## config.mk

```make
export PLATFORM = sky130hd
export DESIGN_NAME = mod13_updown_counter
export DESIGN_NICKNAME = d
export VERILOG_FILES = /design/src/rtl/mod13_updown_counter.sv
export SDC_FILE = /design/constraint.sdc
export NUM_CORES = 1
export LEC_CHECK = 0
export ABC_AREA = 0
export CORE_MARGIN = 2
export CORE_UTILIZATION = 35
export CTS_CLUSTER_SIZE = 20
export DETAILED_ROUTE_END_ITERATION = 8
export PLACE_DENSITY_LB_ADDON = 0.25
export SLEW_MARGIN = 0
export SYNTH_ARGS = -nofsm -noshare
export SYNTH_HDL_FRONTEND = slang
export SYNTH_SLANG_ARGS = --single-unit
```

## constraint.sdc

```tcl
create_clock -name clk -period 1.89 [get_ports clk]
set_input_delay 0.378 -clock clk [delete_from_list [all_inputs] [get_ports clk]]
set_output_delay 0.378 -clock clk [all_outputs]
set_load 0.02 [all_outputs]
```

## src/rtl/mod13_updown_counter.sv

```systemverilog
// Loadable modulo-MODULUS up/down counter with terminal-count and illegal-load
// pulses plus a saturating tally of wraps since reset.
module mod13_updown_counter #(
    parameter int MODULUS = 13,
    parameter int WIDTH   = 4,
    parameter int WRAP_W  = 8
) (
    input  logic              clk,
    input  logic              rst,
    input  logic              mode,
    input  logic              load,
    input  logic [WIDTH-1:0]  data_in,
    output logic [WIDTH-1:0]  count,
    output logic              tc,
    output logic              load_err,
    output logic [WRAP_W-1:0] wrap_cnt
);

    localparam logic [WIDTH-1:0]  MAX_CNT  = WIDTH'(MODULUS - 1);
    localparam logic [WIDTH:0]    MOD_EXT  = (WIDTH + 1)'(MODULUS);
    localparam logic [WRAP_W-1:0] WRAP_SAT = {WRAP_W{1'b1}};

    logic [WIDTH-1:0] count_nxt;
    logic             tc_nxt;
    logic             load_err_nxt;
    logic             wrap_hit;
    logic             in_range;

    always_comb begin
        count_nxt    = count;
        tc_nxt       = 1'b0;
        load_err_nxt = 1'b0;
        wrap_hit     = 1'b0;
        in_range     = ({1'b0, count} < MOD_EXT);

        if (load) begin
            if ({1'b0, data_in} < MOD_EXT) begin
                count_nxt = data_in;
            end else begin
                load_err_nxt = 1'b1;
            end
        end else if (!in_range) begin
            // Recover from an unreachable state without claiming a wrap.
            count_nxt = '0;
        end else if (mode) begin
            if (count == MAX_CNT) begin
                count_nxt = '0;
                wrap_hit  = 1'b1;
            end else begin
                count_nxt = count + WIDTH'(1);
            end
        end else begin
            if (count == '0) begin
                count_nxt = MAX_CNT;
                wrap_hit  = 1'b1;
            end else begin
                count_nxt = count - WIDTH'(1);
            end
        end

        tc_nxt = wrap_hit;
    end

    always_ff @(posedge clk or negedge rst) begin
        if (!rst) begin
            count    <= '0;
            tc       <= 1'b0;
            load_err <= 1'b0;
            wrap_cnt <= '0;
        end else begin
            count    <= count_nxt;
            tc       <= tc_nxt;
            load_err <= load_err_nxt;
            if (wrap_hit && (wrap_cnt != WRAP_SAT)) begin
                wrap_cnt <= wrap_cnt + WRAP_W'(1);
            end
        end
    end

endmodule

```

---- Word-level counts from Yosys, hierarchy flattened ----
Cells that the tools add are included.
cells by class
  add/subtract/negate cells ............... 3
  order comparisons ....................... 2
  equal/unequal tests ..................... 3
  mux-type cells .......................... 13
  reductions and logical operators ........ 2
operators with widths
  kind                   count
  $mux W4                6
  $add A8 B1 Y8 const B  1
  $lt A4 B4 Y1 const B   2
  $ne A8 B8 Y1 const B   1
  $mux W1                7
  $add A4 B1 Y4 const B  1
  $eq A4 B4 Y1 const B   1
  $logic_not A4 Y1       1
  $sub A4 B1 Y4 const B  1
  $ne A2 B1 Y1 const B   1
  $logic_and A1 B1 Y1    1
storage, ports and cells
  flip-flop bits (word level) ............. 14
  bits of input ports ..................... 8

---- Longest topological paths before layout ----
Gate-level depths: netlist of the first run.
  word-level depth ........................ 6
  gate-level depth with buffers ........... 6
  mapped depth without buffers ............ 6

---- Least setup slack after synthesis of the first run ----
OpenSTA, ideal clock, no wires.
  path kind ............................... reg-to-reg
  start ................................... register count[0]
  end ..................................... register wrap_cnt[1]
  arrival ................................. 1,816 ps
  required time ........................... 1,765 ps
  slack ................................... -51 ps
  stages on the path, launching flop included .. 7
  cell sequence ........................... dfrtp_1 > inv_1 > ha_1 > or2b_2 > a21oi_4 > o21a_4 > mux2_2
on the way
  cells in the longest elaborated chain, start to end .. 6
RTL lines
  what                                              RTL line  text
  start, declared                                   13        output logic [WIDTH-1:0] count,
  start signal, assigned                            71        count <= count_nxt;
  $eq A4 B4 Y1 or $logic_not A4 Y1 (tied branches)  46, 53
  $mux W1 (on tied branches)                        46, 53
  $mux W1                                           45        end else if (mode) begin
  $mux W1 (*)                                       42        end else if (!in_range) begin
  $mux W1 (*)                                       36        if (load) begin
  named net tc_nxt                                  24        logic tc_nxt;
  $logic_and A1 B1 Y1 (*)                           74        if (wrap_hit && (wrap_cnt != WRAP_SAT)) begin
  end signal, assigned                              75        wrap_cnt <= wrap_cnt + WRAP_W'(1);
  end, declared                                     16        output logic [WRAP_W-1:0] wrap_cnt
Mark *: on every way through the listed nets, which the timed path passes. The rest lies on a longest branch.
A chain may end at the register's enable or synchronous reset.

---- Final worst setup path of the first run ----
Ends and elaborated chain as after synthesis.

==> impl_results.md, run 1 <==
* Die area at between 2000 and 3000 um^2
* Area taken by multi-input logic gates at 448 um^2
* Slew @ Worst Pin at 411 ps
* PwrDens at 887 nW/um^2
* 1st-iter DRT viols at 11
* Final setup violation count at 0
* Initial antenna violation count at 0
* CTS Sinks at 14
* Slew margin rel. at 71.9%
* Flop pwr share at 38.1%
* Reg2Reg Depth at 6
* Core Util, Final at 53.5%
* H-tree Lvls at 1
* Avg WL per Cell at 12.2 um
* Final setup TNS at 0 ps
* CP endpoint kind: flip-flop
* Most frequent cells in the layout: 21 x clkdlybuf4s50_1, 13 x buf_4, 12 x dfrtp_1
* Nets@finish at 133
* Max clock buf depth at 2
* Share of post-route cells with drive strength above 1 at 21.5%
* Vias per inst at 5.17
* Critical Path Max Stage Delay at 410 ps
* Die width at between 50 and 60 um
* Post-cts resize count at 0
* Clock Latency Late Sink at approximately 270 ps
* Tcrit/Tclk final at 94.7%
* Pint at 691 uW
* GRT overflow at 0
* Max_cap viols at 0
* Seq cells post-synth at 14
* Worst setup SP type: flip-flop
* TritonCTS clock tree: built
* Cell count after placement at about 150
* Logic pwr share at roughly two fifths
* RSZ-0062 raised after global routing: false
* VDD IR max at 0.000461 V
* Clk pin slew, worst setup/hold paths at 90 ps
* Highest-delay cell along the critical path: dfrtp_2
* I/O pin total at 22
* Root Driver: clkbuf_4
* # Post-CTS Setup Buffers at 0
* Syn avg cell area at 9.75 um^2
* Worst path arrival time at 1960 ps
* Static leakage at 0.510 nW
* Kind of critical path: flip-flop to flip-flop
* Cell area after synthesis at around 840 um^2
* IO Port Bufs at 21
* Die height at ~53 um
* Layout area overhead at 42.5%
* Commonest non-fill, non-tap cell in the layout: clkdlybuf4s50_1
* Final Max Tran Viols at 0
* Vias post-DR at 770
* Switch share at a little over a third
* Dpl hpwl at 1430 um
* CORE AREA at 2230 um^2
* Initial core utilization at 37.5%
* Fmax at 0.559 GHz
* Distinct cells, synth at 36
* Yosys warns at 0
* Worst r2r dst: wrap_cnt[1]
* Crit-path max FO at 7
* Required @ worst endpoint at slightly above 2000 ps
* DRC at 0
* Clk_skew at ~5.8 ps
* Internal reg-to-reg setup slack at around 100 ps
* Number of global-route vias before repair at between 700 and 800
* Critical-path cell list: inv_1 -> ha_2 -> or2b_2 -> a21oi_4 -> o21a_4 -> mux2_2
* Run status: finished clean
* Num rows at 17
* Post-synthesis sequential area ratio at between 40% and 50%
* Final Hold Vio Count at 0
* Worst flop-to-flop path startpoint: count[0]
* TritonCTS buffer count at 3
* First-pass GRT wire length at 3110 um
* ANT cells at 0
* Final hold slack at a little under 400 ps
* Switching component of the power at 368 uW
* Hold Buf Count CTS at 0
* Storage element area at 353 um^2
* Initial DRT Pass Iterations at 4
* Final Non-Filler Cells at around 150
* Filler cell count at 225
* Buf+Inv Stages, Crit Path at 1
* Cells after synthesis at 86
* Clock power frac at slightly below 20%
* Largest net degree at the start of global routing at 11
* Final min period at about 1800 ps
* WL final at 1810 um
* CP top delay family: flip-flops
* Syn nets at 97
* Total track usage at approximately 15%
* Hold/Removal Path Class: input pin to async pin
* DRT antenna net count at 0
* RePlAce Congestion at 0.832
* Levels on crit path at 6
## synthesized netlist by cell type, drive strengths merged
| cell | instances | area (um^2) |
|---|---|---|
| a2111oi | 1 | 8.76 |
| a211oi | 2 | 15.0 |
| a21boi | 1 | 7.51 |
| a21oi | 8 | 51.3 |
| a22oi | 1 | 7.51 |
| a31oi | 3 | 18.8 |
| a41oi | 1 | 8.76 |
| and3 | 1 | 6.26 |
| buf | 3 | 27.5 |
| dfrtp | 14 | 350 |
| ha | 3 | 37.5 |
| inv | 4 | 15.0 |
| mux2 | 3 | 33.8 |
| nand2 | 8 | 30.0 |
| nand2b | 1 | 6.26 |
| nand3 | 4 | 20.0 |
| nand4 | 3 | 18.8 |
| nor2 | 7 | 26.3 |
| nor2b | 2 | 12.5 |
| nor3b | 1 | 7.51 |
| nor4b | 1 | 8.76 |
| o211ai | 2 | 15.0 |
| o21a | 2 | 22.5 |
| o21ai | 1 | 5.00 |
| o21bai | 2 | 15.0 |
| o221ai | 1 | 8.76 |
| o22ai | 1 | 6.26 |
| o31a | 1 | 10.0 |
| or2b | 1 | 8.76 |
| or3 | 1 | 11.3 |
| xnor2 | 1 | 8.76 |
| xor2 | 1 | 8.76 |
## power by group through the flow
stage / registers, mW / logic (mW) / clock network (mW)
after floorplan: 0.474 / 0.189 / 0
after global placement: 0.406 / 0.443 / 0
after detailed placement: 0.410 / 0.447 / 0
after CTS: 0.404 / 0.449 / 0.221
after global routing: 0.411 / 0.488 / 0.237
final: 0.404 / 0.445 / 0.210
## registers in the layout (all words and copies together) (netlist names)
register / cells
count: 4
load_err: 1
tc: 1
wrap_cnt: 8
## how the worst max path moves through the flow
stage	start	endpoint	slack, ps
finish	count[0]	wrap_cnt[1]	100
global route	count[0]	wrap_cnt[7]	2
CTS	count[0]	wrap_cnt[1]	90
detailed placement	mode	wrap_cnt[1]	-130
global placement	mode	wrap_cnt[1]	-90
floorplan	count[0]	wrap_cnt[1]	0.7
## layout make-up
type	instances	area share, %
multi-input combinational	65	37.5
sequential	14	29.5
inverter	4	1.26
timing repair buffer	34	25.8
clock buffer	4	3.04
tap	28	2.93
## routing by layer
metal  vias up  GRT usage, %  wire, um
li1        391             -         -
met1       354          19.8       866
met2        23          24.0       832
met3         2          4.24        96
met4         0          6.41        16
met5         -             0         0
## stage by stage
step | worst slack, ps | area (um^2) | power [mW]
2_1_floorplan | 0.665 | 843 | 0.663
3_5_place_dp | -127 | 1160 | 0.857
5_1_grt | 2.22 | 1190 | 1.14
4_1_cts | 95.0 | 1190 | 1.07
6_report | 99.8 | 1190 | 1.06
3_3_place_gp | -94.7 | 1160 | 0.850
## cell families after synthesis
logic type / synth area share [%]
flip-flops: 41.8
buffers and inverters: 5.07
AND/OR/NAND/NOR: 18.7
AO/OA/AOI/OAI: 23.9
adder cells (fa/ha/maj): 4.48
multiplexers: 4.03
XOR/XNOR: 2.09
(Power assumes the default switching activity.)
==> run 2: changes to the inputs <==
Settings changed: GPL_TIMING_DRIVEN from default to 0.
==> run 2 against run 1 <==
Count of clock-buffer cells in the layout is the same. Setup slack worse by 34 ps. Clock power rose by 9%. Clock skew rose by 11 ps. Total power up 3.4%. Critical path type unchanged. Largest cell class unchanged. Largest power group unchanged.
==> impl_results.md, run 2 (synthesis gave the netlist of run 1 again) <==
* Run status: finished clean
* Final Hold Vio Count at 0
* Slew @ Worst Pin at 631 ps
* Total track usage at about 16%
* CTS Sinks at 14
* GRT overflow at 0
* First-pass GRT wire length at 3190 um
* ANT cells at 0
* Fmax at 0.548 GHz
* IO Port Bufs at 21
* Switch share at 36.2%
* Buf+Inv Stages, Crit Path at 1
* Kind of critical path: flip-flop to flip-flop
* VDD IR max at ~0.00045 V
* Required @ worst endpoint at 2070 ps
* Final Non-Filler Cells at 146
* CP endpoint kind: flip-flop
* Post-Place Worst Slack at -370 ps
* Final min period at ~1800 ps
* DRT antenna net count at 0
* Layout area overhead at 42.5%
* Avg WL per Cell at 13.4 um
* Clock power frac at between 20% and 30%
* Die height at approximately 53 um
* Design area at 1190 um^2
* Worst setup margin at 65.4 ps
* Critical-path cell list: inv_1 -> ha_4 -> or2b_2 -> a21oi_4 -> o21a_4 -> mux2_2
* Area post-placement at between 1000 and 1500 um^2
* Static leakage at 0.509 nW
* RSZ-0062 raised after global routing: false
* RePlAce Congestion at 0.814
* Num rows at 17
* Max clock buf depth at 2
* Logic pwr share at 42.1%
* Most frequent cells in the layout: 20 x clkdlybuf4s50_1, 12 x dfrtp_1, 8 x nand2_1
* TritonCTS buffer count at 3
* TritonCTS clock tree: built
* CP top delay family: flip-flops
* Final hold slack at roughly 460 ps
* WL final at 1960 um
* Tot Pwr at 1.10 mW
* Crit-path max FO at 6
* Largest register FFs at 8
* Hold Buf Count CTS at 0
* Max_cap viols at 0
* Highest-delay cell along the critical path: dfrtp_2
* Clock Latency Late Sink at 300 ps
* Final setup TNS at 0 ps
* Cell count after placement at 135
* Tcrit/Tclk final at 96.5%
* Vias per inst at 5.37
* Dpl hpwl at 1300 um
* Worst path arrival time at 2000 ps
* Clk_skew at 16.9 ps
* Vias post-DR at 784
* Die width at ~53 um
* Largest net degree at the start of global routing at 15
* DRC at 0
* Initial DRT Pass Iterations at 4
* Regs by FF count: wrap_cnt: 8 flops, count: 4 flops
* Die area at 2800 um^2
* Critical Path Max Stage Delay at 430 ps
* Commonest non-fill, non-tap cell in the layout: clkdlybuf4s50_1
* Nets@finish at 130
* Top reg by flops: wrap_cnt
* Reg2Reg Depth at 6
* Hold/Removal Path Class: input pin to async pin
* Flop pwr share at 36.9%
* Pint at 700 uW
* PwrDens at ~920 nW/um^2
* Initial core utilization at 37.5%
* H-tree Lvls at 1
* Core Util, Final at 53.5%
* Number of global-route vias before repair at 723
* Final Max Tran Viols at 0
* Root Driver: clkbuf_4
* Initial antenna violation count at 0
* Worst setup SP type: flip-flop
* Final setup violation count at 0
* Switching component of the power at 396 uW
* I/O pin total at 22
* Clk pin slew, worst setup/hold paths at 100 ps
* Slew margin rel. at a little under 60%
* Levels on crit path at 6
* 1st-iter DRT viols at 21
* Share of post-route cells with drive strength above 1 at 21.2%
* CORE AREA at around 2200 um^2
[run 2: changes by cell type in the layout (fill, tap and decap cells not counted), sizes merged]
cell           previous run  this run
buf                      13        10
clkdlybuf4s50            21        20
dlymetal6s2s              0         1
[run 2: power groups by stage]
stage / Sequential [mW] / Combinational [mW] / Clock (mW)
finish: 0.405 / 0.462 / 0.229
global route: 0.415 / 0.506 / 0.247
CTS: 0.405 / 0.447 / 0.231
detailed placement: 0.422 / 0.411 / 0
global placement: 0.419 / 0.404 / 0
floorplan: 0.474 / 0.189 / 0
[run 2: area by class of cell]
class	count	area (um^2)
Buffer	3	27.5
Clock buffer	4	36.3
Fill cell	218	1040
Inverter	4	15.0
Multi-Input combinational cell	65	463
Sequential cell	14	353
Tap cell	28	35.0
Timing Repair Buffer	28	265
[run 2: layer usage]
| metal | routed length, um | up-vias | GRT usage [%] |
|---|---|---|---|
| li1 | - | 385 | - |
| met1 | 903 | 376 | 20.5 |
| met2 | 918 | 18 | 25.2 |
| met3 | 87 | 5 | 2.54 |
| met4 | 45 | 0 | 10.7 |
| met5 | 0 | - | 0 |
[run 2: path summary, 6_finish.rpt]
path / start / slack [ps] / end
min reg2reg: wrap_cnt[0] / 550 / wrap_cnt[0]
max in group asynchronous: rst / 970 / count[0]
min: rst / 460 / wrap_cnt[5]
min in group clk: wrap_cnt[0] / 550 / wrap_cnt[0]
max reg2reg: count[1] / 70 / wrap_cnt[1]
max: count[1] / 70 / wrap_cnt[1]
[run 2: repair_timing]
action / CTS / global route
gates resized for setup: 0 / 4
hold endpoints to repair: 0 / 0
setup buffers: 6 / 1
setup endpoints to repair: 3 / 5
==> run 3: changes to the inputs <==
Settings changed: REMOVE_ABC_BUFFERS from default to 1.
==> run 3 against run 2 <==
Cell count fell by 3.4%. Utilization fell by 1.7 points. Combinational power fell by 11%. Global-route usage fell by 2.0 points. Wire length fell by 13%. Clock skew fell by 13 ps. Setup slack got worse by 28 ps. Hold slack improved by 22 ps. Critical path type is now input pin to flip-flop. Critical path depth fell by 1. Sequential share of layout area rose by 1.1 points. Flip-flop and latch count did not move. Register-to-register slack barely moved.
==> impl_results.md, run 3 (synthesis gave the netlist of run 1 again) <==
* Run status: finished clean
* Fmax at 0.540 GHz
* TritonCTS clock tree: built
* H-tree Lvls at 1
* Highest-delay cell along the critical path: clkdlybuf4s50_1
* CP endpoint kind: flip-flop
* Final Hold Vio Count at 0
* Worst flop-to-flop path startpoint: count[1]
* Final Max Tran Viols at 0
* Final setup TNS at 0 ps
* Die width at 52.9 um
* GRT overflow at 0
* Hold/Removal Path Class: input pin to async pin
* Hold Buf Count CTS at 0
* Worst setup SP type: input pin
* Root Driver: clkbuf_4
* Max clock buf depth at 2
* Worst r2r dst: wrap_cnt[1]
* First-pass GRT wire length at 2900 um
* Vias per inst at 5.43
* Core Util, Final at 51.8%
* Initial DRT Pass Iterations at 4
* Avg WL per Cell at 12.1 um
* Number of global-route vias before repair at 669
* DRT antenna net count at 0
* Tcrit/Tclk final at 98.0%
* Crit path to: wrap_cnt[1]
* 1st-iter DRT viols at 14
* Critical-path cell list: clkdlybuf4s50_1 -> or3_4 -> a21oi_4 -> o21a_4 -> mux2_2
* Setup crit start: mode
* Worst path arrival time at approximately 2000 ps
* TritonCTS buffer count at 3
* PwrDens at 904 nW/um^2
* Design area at 1160 um^2
* Top reg by flops: wrap_cnt
* DRC at 0
* I/O pin total at 22
* Largest register FFs at 8
* Reg2Reg Depth at 6
* RePlAce Congestion at 0.750
* Clock Latency Late Sink at 270 ps
* Kind of critical path: input pin to flip-flop
* Final min period at 1850 ps
* Nets@finish at 125
* Area post-placement at 1060 um^2
* Final setup violation count at 0
* Clk_skew at between 3 and 4 ps
* IO Port Bufs at 21
* VDD IR max at around 0.00046 V
* Num rows at 17
* Critical Path Max Stage Delay at 530 ps
* Worst setup margin at ~38 ps
* WL final at around 1700 um
* Largest net degree at the start of global routing at 15
* Internal reg-to-reg setup slack at 80 ps
* Die area at 2800 um^2
* Regs by FF count: wrap_cnt: 8 flops, count: 4 flops
* Vias post-DR at 766
* Total track usage at between 10% and 20%
* CORE AREA at 2230 um^2
* Static leakage at 0.483 nW
* Most frequent cells in the layout: 20 x clkdlybuf4s50_1, 11 x dfrtp_1, 8 x nand2_1
* Share of post-route cells with drive strength above 1 at 19.5%
* Initial core utilization at around 38%
* Slew margin rel. at 58.7%
* Required @ worst endpoint at 2060 ps
* Crit-path max FO at 8
* Post-Place Worst Slack at -371 ps
* Slew @ Worst Pin at 617 ps
* Die height at ~53 um
* Commonest non-fill, non-tap cell in the layout: clkdlybuf4s50_1
* Initial antenna violation count at 0
* CTS Sinks at 14
* Levels on crit path at 5
* Clk pin slew, worst setup/hold paths at 90 ps
* Dpl hpwl at 1210 um
* Max_cap viols at 0
* Layout area overhead at 38.1%
* CP top delay family: buffers and inverters
* Buf+Inv Stages, Crit Path at 1
* ANT cells at 0
* RSZ-0062 raised after global routing: false
==> run 3: changes by cell type in the layout (fill, tap and decap cells not counted), sizes merged <==
cell,delta
buf,-5
==> run 3: per-layer routing <==
metal  part of all wire (%)  routed length, um  global-route usage (%)
met1                     46                787                    17.2
met2                     47                793                    23.5
met3                    4.4                 74                   0.847
met4                    2.7                 46                    10.3
met5                      0                  0                       0
==> run 3: layout make-up <==
| class | instances | area, um^2 |
|---|---|---|
| Clock buffer | 4 | 36.3 |
| Timing Repair Buffer | 26 | 250 |
| Multi-Input combinational cell | 65 | 467 |
| Tap cell | 28 | 35.0 |
| Sequential cell | 14 | 354 |
| Inverter | 4 | 15.0 |
| Fill cell | 221 | 1080 |
==> run 3: worst register-to-register path: stages (launching register included) <==
cell and delay [ps]:
dfrtp_2 420, inv_1 100, ha_4 170, or2b_2 320, a21oi_4 180, o21a_4 180
mux2_2 330
==> run 3: worst min-delay path by stage <==
stage | to | cells after the start | slack [ps] | from
CTS | wrap_cnt[3] | 1 | 510 | rst
global placement | wrap_cnt[0] | 1 | 530 | wrap_cnt[0]
detailed placement | wrap_cnt[0] | 1 | 530 | wrap_cnt[0]
floorplan | count[0] | 0 | 80 | rst
global route | wrap_cnt[6] | 1 | 540 | rst
finish | wrap_cnt[3] | 1 | 480 | rst
==> run 3: repair_timing <==
item                                   CTS  global route
setup buffers                            2             3
endpoints found under the hold margin    0             0
setup endpoints to repair                5             4
pin swaps                                1             1
gates resized for setup                  5             4
==> run 3: report_power, final <==
part / switching [mW] / leakage, nW / internal [mW]
clock: 0.0944 / 0.0210 / 0.117
combinational: 0.199 / 0.283 / 0.210
sequential: 0.0737 / 0.180 / 0.352
==> run 3: through the flow <==
step	hold slack [ps]	power, mW	std cells
6_report	481	1.05	141
3_5_place_dp	533	0.803	132
2_1_floorplan	82.4	0.637	83
5_1_grt	538	1.13	141
3_3_place_gp	527	0.797	132
4_1_cts	509	1.04	138
